## src/rtl/seq_alu_if.sv

```systemverilog
// Operand/result bundle for seq_alu_unit; the ovf wire exists only when ALU_OVF_FLAG_EN is defined.
// Handshake: operands are taken on a clk edge where start=1 and no MUL is in flight; done pulses when results land.
interface seq_alu_if #(parameter int WIDTH = 4);
  logic             start;
  logic [WIDTH-1:0] a;
  logic [WIDTH-1:0] b;
  logic             c_in;
  logic [2:0]       op;
  logic             m;
  logic             busy;
  logic             done;
  logic [WIDTH-1:0] s;
  logic [WIDTH-1:0] s_hi;
  logic             c_out;
  logic             zero;
  logic [1:0]       state_dbg;
`ifdef ALU_OVF_FLAG_EN
  logic             ovf;

  modport master (output start, a, b, c_in, op, m,
                  input  busy, done, s, s_hi, c_out, zero, state_dbg, ovf);
  modport slave  (input  start, a, b, c_in, op, m,
                  output busy, done, s, s_hi, c_out, zero, state_dbg, ovf);
`else
  modport master (output start, a, b, c_in, op, m,
                  input  busy, done, s, s_hi, c_out, zero, state_dbg);
  modport slave  (input  start, a, b, c_in, op, m,
                  output busy, done, s, s_hi, c_out, zero, state_dbg);
`endif
endinterface

```

## src/rtl/seq_alu_unit.sv

```systemverilog
// Registered ALU with 8 logic / 8 arithmetic ops and a WIDTH-cycle shift-add multiply.
// Optional signed-overflow flag enabled by defining ALU_OVF_FLAG_EN.
module seq_alu_unit #(
  parameter int WIDTH = 4
) (
  input  logic       clk,
  input  logic       rst,
  seq_alu_if.slave   bus
);

  typedef enum logic [1:0] {
    IDLE = 2'd0,
    EXEC = 2'd1,
    MUL  = 2'd2
  } state_t;

  localparam int CW = $clog2(WIDTH + 1);
  localparam logic [CW-1:0] LAST_ITER = CW'(WIDTH - 1);

  state_t           state, state_nx;
  logic [CW-1:0]    iter;
  logic [WIDTH-1:0] mul_a, mul_hi, mul_lo;
  logic [WIDTH-1:0] s_q, s_hi_q;
  logic             c_q, zero_q, done_q;

  logic             accept, is_mul;
  logic [WIDTH-1:0] r_s;
  logic             r_c, r_ovf;
  logic [WIDTH:0]   add_w, sub_w, add_sx, sub_sx, mul_sum;
  logic [WIDTH-1:0] mul_hi_nx, mul_lo_nx;

  // The done cycle of a single-cycle op still accepts a new start (back-to-back).
  assign accept = bus.start && (state != MUL);
  assign is_mul = !bus.m && (bus.op == 3'b110);

  always_comb begin
    state_nx = state;
    case (state)
      IDLE, EXEC: begin
        if (accept) state_nx = is_mul ? MUL : EXEC;
        else        state_nx = IDLE;
      end
      MUL:     if (iter == LAST_ITER) state_nx = IDLE;
      default: state_nx = IDLE;
    endcase
  end

  // Unsigned carry/borrow use zero-extension; signed overflow uses sign-extension.
  always_comb begin
    add_w  = {1'b0, bus.a} + {1'b0, bus.b} + {{WIDTH{1'b0}}, bus.c_in};
    sub_w  = {1'b0, bus.a} - {1'b0, bus.b} - {{WIDTH{1'b0}}, bus.c_in};
    add_sx = {bus.a[WIDTH-1], bus.a} + {bus.b[WIDTH-1], bus.b} + {{WIDTH{1'b0}}, bus.c_in};
    sub_sx = {bus.a[WIDTH-1], bus.a} - {bus.b[WIDTH-1], bus.b} - {{WIDTH{1'b0}}, bus.c_in};
    r_s    = '0;
    r_c    = 1'b0;
    r_ovf  = 1'b0;
    if (bus.m) begin
      case (bus.op)
        3'b000:  r_s = bus.a & bus.b;
        3'b001:  r_s = bus.a | bus.b;
        3'b010:  r_s = bus.a ^ bus.b;
        3'b011:  r_s = ~(bus.a & bus.b);
        3'b100:  r_s = ~(bus.a | bus.b);
        3'b101:  r_s = ~(bus.a ^ bus.b);
        3'b110:  r_s = ~bus.a;
        default: r_s = bus.b;
      endcase
    end else begin
      case (bus.op)
        3'b000: begin
          r_s   = add_w[WIDTH-1:0];
          r_c   = add_w[WIDTH];
          r_ovf = add_sx[WIDTH] ^ add_sx[WIDTH-1];
        end
        3'b001: begin
          r_s   = sub_w[WIDTH-1:0];
          r_c   = sub_w[WIDTH];
          r_ovf = sub_sx[WIDTH] ^ sub_sx[WIDTH-1];
        end
        3'b010: begin
          r_s   = bus.a + WIDTH'(1);
          r_c   = &bus.a;
          r_ovf = (bus.a == {1'b0, {(WIDTH-1){1'b1}}});
        end
        3'b011: begin
          r_s   = bus.a - WIDTH'(1);
          r_c   = ~|bus.a;
          r_ovf = (bus.a == {1'b1, {(WIDTH-1){1'b0}}});
        end
        3'b100: begin
          r_s = {bus.a[WIDTH-2:0], 1'b0};
          r_c = bus.a[WIDTH-1];
        end
        3'b101: begin
          r_s = {1'b0, bus.a[WIDTH-1:1]};
          r_c = bus.a[0];
        end
        3'b111:  r_s = {{(WIDTH-1){1'b0}}, (bus.a < bus.b)};
        default: r_s = '0;
      endcase
    end
  end

  // One shift-add step: conditionally add multiplicand into the high half, then shift right.
  always_comb begin
    mul_sum   = {1'b0, mul_hi} + (mul_lo[0] ? {1'b0, mul_a} : {(WIDTH+1){1'b0}});
    mul_hi_nx = mul_sum[WIDTH:1];
    mul_lo_nx = {mul_sum[0], mul_lo[WIDTH-1:1]};
  end

`ifdef ALU_OVF_FLAG_EN
  logic ovf_q;
`endif

  always_ff @(posedge clk or posedge rst) begin
    if (rst) begin
      state  <= IDLE;
      iter   <= '0;
      mul_a  <= '0;
      mul_hi <= '0;
      mul_lo <= '0;
      s_q    <= '0;
      s_hi_q <= '0;
      c_q    <= 1'b0;
      zero_q <= 1'b0;
      done_q <= 1'b0;
`ifdef ALU_OVF_FLAG_EN
      ovf_q  <= 1'b0;
`endif
    end else begin
      state  <= state_nx;
      done_q <= 1'b0;
      if (accept) begin
        if (is_mul) begin
          mul_a  <= bus.a;
          mul_hi <= '0;
          mul_lo <= bus.b;
          iter   <= '0;
        end else begin
          s_q    <= r_s;
          s_hi_q <= '0;
          c_q    <= r_c;
          zero_q <= (r_s == '0);
          done_q <= 1'b1;
`ifdef ALU_OVF_FLAG_EN
          ovf_q  <= r_ovf;
`endif
        end
      end else if (state == MUL) begin
        mul_hi <= mul_hi_nx;
        mul_lo <= mul_lo_nx;
        iter   <= iter + CW'(1);
        if (iter == LAST_ITER) begin
          s_q    <= mul_lo_nx;
          s_hi_q <= mul_hi_nx;
          c_q    <= |mul_hi_nx;
          zero_q <= (mul_lo_nx == '0);
          done_q <= 1'b1;
`ifdef ALU_OVF_FLAG_EN
          ovf_q  <= 1'b0;
`endif
        end
      end
    end
  end

`ifdef ALU_OVF_FLAG_EN
  assign bus.ovf = ovf_q;
`else
  logic unused_ovf;
  assign unused_ovf = r_ovf;
`endif

  assign bus.busy      = (state == EXEC) || (state == MUL);
  assign bus.done      = done_q;
  assign bus.s         = s_q;
  assign bus.s_hi      = s_hi_q;
  assign bus.c_out     = c_q;
  assign bus.zero      = zero_q;
  assign bus.state_dbg = state;

endmodule

```

## src/flat_wrapper.sv

```systemverilog
// flat-port wrapper written by rule: the top's interface ports become plain ports
module seq_alu_unit_flat 
#(
  parameter int WIDTH = 4
)
  (clk, rst, bus_start, bus_a, bus_b, bus_c_in, bus_op, bus_m, bus_busy, bus_done, bus_s, bus_s_hi, bus_c_out, bus_zero, bus_state_dbg);
  seq_alu_if #(.WIDTH(WIDTH)) bus_i ();
  input  logic clk;
  input  logic rst;
  input wire logic [$bits(bus_i.start)-1:0] bus_start;
  input wire logic [$bits(bus_i.a)-1:0] bus_a;
  input wire logic [$bits(bus_i.b)-1:0] bus_b;
  input wire logic [$bits(bus_i.c_in)-1:0] bus_c_in;
  input wire logic [$bits(bus_i.op)-1:0] bus_op;
  input wire logic [$bits(bus_i.m)-1:0] bus_m;
  output wire logic [$bits(bus_i.busy)-1:0] bus_busy;
  output wire logic [$bits(bus_i.done)-1:0] bus_done;
  output wire logic [$bits(bus_i.s)-1:0] bus_s;
  output wire logic [$bits(bus_i.s_hi)-1:0] bus_s_hi;
  output wire logic [$bits(bus_i.c_out)-1:0] bus_c_out;
  output wire logic [$bits(bus_i.zero)-1:0] bus_zero;
  output wire logic [$bits(bus_i.state_dbg)-1:0] bus_state_dbg;
  assign bus_i.start = bus_start;
  assign bus_i.a = bus_a;
  assign bus_i.b = bus_b;
  assign bus_i.c_in = bus_c_in;
  assign bus_i.op = bus_op;
  assign bus_i.m = bus_m;
  assign bus_busy = bus_i.busy;
  assign bus_done = bus_i.done;
  assign bus_s = bus_i.s;
  assign bus_s_hi = bus_i.s_hi;
  assign bus_c_out = bus_i.c_out;
  assign bus_zero = bus_i.zero;
  assign bus_state_dbg = bus_i.state_dbg;
  seq_alu_unit #(.WIDTH(WIDTH)) u_core (.clk(clk), .rst(rst), .bus(bus_i));
endmodule
```

## config.mk

```make
export PLATFORM = sky130hd
export DESIGN_NAME = seq_alu_unit_flat
export DESIGN_NICKNAME = d
export VERILOG_FILES = /design/src/rtl/seq_alu_if.sv /design/src/rtl/seq_alu_unit.sv /design/src/flat_wrapper.sv
export SDC_FILE = /design/constraint.sdc
export NUM_CORES = 1
export LEC_CHECK = 0
export ABC_AREA = 1
export BUFFER_PORTS_ARGS = -buffer_cell sky130_fd_sc_hd__buf_4
export CAP_MARGIN = 20
export CORE_MARGIN = 2
export CORE_UTILIZATION = 57
export DETAILED_ROUTE_END_ITERATION = 8
export GPL_ROUTABILITY_DRIVEN = 0
export PLACE_DENSITY = 0.84
export SYNTH_ARGS = -nofsm -noshare
export SYNTH_HDL_FRONTEND = slang
export SYNTH_SLANG_ARGS = --single-unit
```

## constraint.sdc

```tcl
create_clock -name clk -period 5.2 [get_ports clk]
set_input_delay 1.04 -clock clk [delete_from_list [all_inputs] [get_ports clk]]
set_output_delay 1.04 -clock clk [all_outputs]
set_load 0.03 [all_outputs]
```

==> Implementation_results.wiki <==
{| class="wikitable"
! Metric !! Value
|-
| Final setup violating endpoints || 0
|-
| Routed Antenna Nets || 0
|-
| Reported leakage power || approximately 0.0015 uW
|-
| Internal power of the cells || 498 uW
|-
| Share of power burned in combinational logic || 41.2%
|-
| DP Wirelength || 4940 um
|-
| Crit path max fanout || 9
|-
| Buffer levels on the longest clock path || 2
|-
| Post-placement worst setup slack || around 2.2 ns
|-
| Height of the die || about 70 um
|-
| Beginning of the worst hold path || u_core.bus.s_hi[0]$_DFFE_PP0P_
|-
| Post-route DRC || 0
|-
| Status || finished, final reports clean
|-
| Post-Layout Inst Area || about 0.0029 mm2
|-
| Final Cycle Share || between 50 and 60%
|-
| Yosys synthesis warning count || 0
|-
| Number of post-CTS setup repair buffers || 0
|-
| Switching part of the total || around two fifths
|-
| Count of instances resized after the clock tree is built || 0
|-
| Core region area || approximately 0.0043 mm2
|-
| Total via count in the routed design || between 2,000 and 3,000
|-
| Avg Cell Area, Syn || ~6.9 um2
|-
| First DRT Iteration DRCs || approximately 170
|-
| Transition time at the pin with the least slew margin || 0.497 ns
|-
| CTS Sinks || 28
|-
| Setup slack after layout || around 2.5 ns
|-
| Number of nets produced by synthesis || approximately 420
|-
| Capture instance of the worst register-to-register path || u_core.mul_hi[1]$_DFFE_PP0P_
|-
| CP arrival || just under 3 ns
|-
| Endpoints failing hold || 0
|-
| Max-Cap Viols || 0
|-
| Fill count || 374
|-
| Fraction of power consumed by sequential logic || between 30% and 40%
|-
| Layout overhead on the synthesized area || 13.0%
|-
| Synth Instances || between 300 and 400
|-
| Insertion delay of the later-clocked pin in the worst-skew pair || roughly 0.28 ns
|-
| Average via count per standard cell || ~5.6
|-
| Max-slew headroom || between 60% and 70%
|-
| Antenna Diode Count || 0
|-
| Total Routing Usage GR || about a quarter
|-
| Layout net count || 446
|-
| Number of standard-cell rows in the floorplan || 24
|-
| Netlist area before placement || ~0.0025 mm2
|-
| Post-route minimum period || 2.75 ns
|-
| Final WL || 6360 um
|-
| Number of detailed-route iterations in the first pass || 4
|-
| Layout cells sized above 1 || approximately an eighth
|-
| Worst setup path class || in -> reg
|-
| First-pass GRT wire length || 11,000 um
|-
| TritonCTS clock tree || yes
|-
| Worst setup path startpoint || bus_a[0]
|-
| Clk network pwr share || approximately a fifth
|-
| H-tree depth || 1
|-
| Congestion Overflow GR || 0
|-
| End point of the critical path || u_core.bus.zero$_DFFE_PP0P_
|-
| Data required time at the worst endpoint || 5.39 ns
|-
| Average detailed-routed wire length per instance || around 14 um
|-
| Clock Pin Slew Worst Setup and Hold Paths || roughly 0.090 ns
|-
| Flop-to-flop setup slack || ~2.5 ns
|-
| Root buffer cell || sky130_fd_sc_hd__clkbuf_8
|-
| Count of distinct cell types in the synthesized netlist || 29
|-
| Achievable clock frequency || 0.364 GHz
|-
| Worst hold slack across all endpoints || slightly below 0.5 ns
|-
| Reg2Reg Depth || 9
|-
| Highest-count cells in the layout ignoring fill and taps || sky130_fd_sc_hd__nand2_1, sky130_fd_sc_hd__nor2_1, sky130_fd_sc_hd__inv_1
|-
| Number of max-slew violations in the final report || 0
|-
| Cts-stage hold buffer count || 0
|-
| Max IR drop VDD || 0.135 mV
|-
| Pin count of the biggest net entering global routing || 29
|-
| Post-layout total power || 809 uW
|-
| Effective utilization at floorplan || 58.8%
|-
| Count of state elements after synthesis || 28
|-
| Initial antenna violation count || 0
|-
| Port Buffers || 29
|-
| Via count of the first global-routing pass || about 2,400
|-
| Startpoint of the lowest-slack register-to-register path || u_core.bus.state_dbg[0]$_DFFE_PP0P_
|-
| IO Count || 30
|-
| Worst hold-check path type || reg -> reg
|-
| Die outline width || roughly 71 um
|-
| Switching power || slightly above 300 uW
|-
| Clk_skew || about 0.017 ns
|-
| Power density over cell area || around 280 mW/mm2
|-
| Placed cell area || around 0.0028 mm2
|-
| Unrepaired setup endpoints after global routing || no
|-
| TritonCTS Buffers || 3
|-
| Crit start category || input pin
|-
| Most common library cell in the layout ignoring fill and taps || sky130_fd_sc_hd__nand2_1
|-
| Crit end category || flop
|-
| Register area share after synthesis || roughly 28%
|-
| Die area || 0.00501 mm2
|-
| Sum Neg Setup Slack || 0 ns
|}
==> area by class of cell <==
type	count	area [um2]	area share, %
tap	52	65.1	2.26
multi-input combinational	287	1610	56.2
clock buffer	3	41.3	1.44
clock inverter	1	30.0	1.05
inverter	47	176	6.14
sequential	28	701	24.4
timing repair buffer	30	245	8.54
==> power by group through the flow <==
| stage | registers [uW] | logic, uW | clock network [uW] |
|---|---|---|---|
| floorplan | 330 | 206 | 0 |
| finish | 304 | 334 | 171 |
| global placement | 304 | 316 | 0 |
| detailed placement | 307 | 326 | 0 |
| CTS | 304 | 328 | 173 |
| global route | 310 | 375 | 182 |
==> worst min-delay path by stage <==
stage / cells after the start / endpoint / slack (ns)
3_3_place_gp: 2 / u_core.bus.s[1]$_DFFE_PP0P_ / 0.47
4_1_cts: 2 / u_core.bus.s_hi[1]$_DFFE_PP0P_ / 0.50
3_5_place_dp: 2 / u_core.bus.s_hi[1]$_DFFE_PP0P_ / 0.48
2_1_floorplan: 1 / u_core.iter[0]$_DFFE_PP0P_ / 0.45
5_1_grt: 2 / u_core.mul_a[3]$_DFFE_PP0P_ / 0.54
6_report: 2 / u_core.bus.s_hi[0]$_DFFE_PP0P_ / 0.50
==> stage by stage <==
step,instances,util [%]
finish,448,66.4
floorplan,370,-
global route,448,66.4
detailed placement,443,64.1
CTS,447,65.8
global placement,443,64.1
==> synthesized netlist by cell type (all sizes together) <==
cell type	instances	area, um2
ha	28	350
clkbuf	2	7.51
buf	6	43.8
dfrtp	28	701
o21a	2	15.0
xor2	1	8.76
fa	5	100
nand3	35	180
nand2	99	377
o211ai	1	7.51
o22ai	3	18.8
xnor2	2	17.5
a31oi	3	18.8
inv	47	176
nand4	4	25.0
nor3	2	15.0
o21ai	26	134
or2	2	12.5
nor2	49	209
a21oi	25	125
==> sequential cells by signal, summed over array words and instances (netlist names) <==
register,flops
u_core.bus.s,4
u_core.bus.s_hi,4
u_core.mul_a,4
u_core.mul_hi,4
u_core.mul_lo,4
u_core.iter,3
u_core.bus.state_dbg,2
u_core.bus.c_out,1
u_core.bus.done,1
u_core.bus.zero,1
==> critical path, stage by stage <==
cell	delay [ns]
sky130_fd_sc_hd__buf_4	0.16
sky130_fd_sc_hd__fa_1	0.48
sky130_fd_sc_hd__ha_1	0.30
sky130_fd_sc_hd__inv_1	0.04
sky130_fd_sc_hd__nor2_1	0.13
sky130_fd_sc_hd__nor2_1	0.06
sky130_fd_sc_hd__a21oi_1	0.15
sky130_fd_sc_hd__nand3_1	0.09
sky130_fd_sc_hd__nand2_1	0.06
sky130_fd_sc_hd__nand2_1	0.06
sky130_fd_sc_hd__nor2_1	0.11
sky130_fd_sc_hd__nand4_1	0.08
sky130_fd_sc_hd__a21oi_1	0.15
==> cell families (layout without fill, tap and decap cells) <==
family / Yosys count / in the layout / synth area share (%)
AO/OA/AOI/OAI: 60 / 60 / 12.5
buffers and inverters: 55 / 81 / 8.96
AND/OR/NAND/NOR: 191 / 191 / 32.2
flip-flops: 28 / 28 / 27.6
XOR/XNOR: 3 / 3 / 1.03
adder cells (fa/ha/maj): 33 / 33 / 17.7
==> routing by layer <==
metal  track usage (%)  up-vias  share of wire (%)
met5                 0        -                  0
met4              5.24        0               0.80
met3              1.85        6                6.8
met2              44.2      100                 48
met1              38.6     1152                 45
li1                  -     1243                  -
Note: power is estimated with default switching activity, not from simulation.
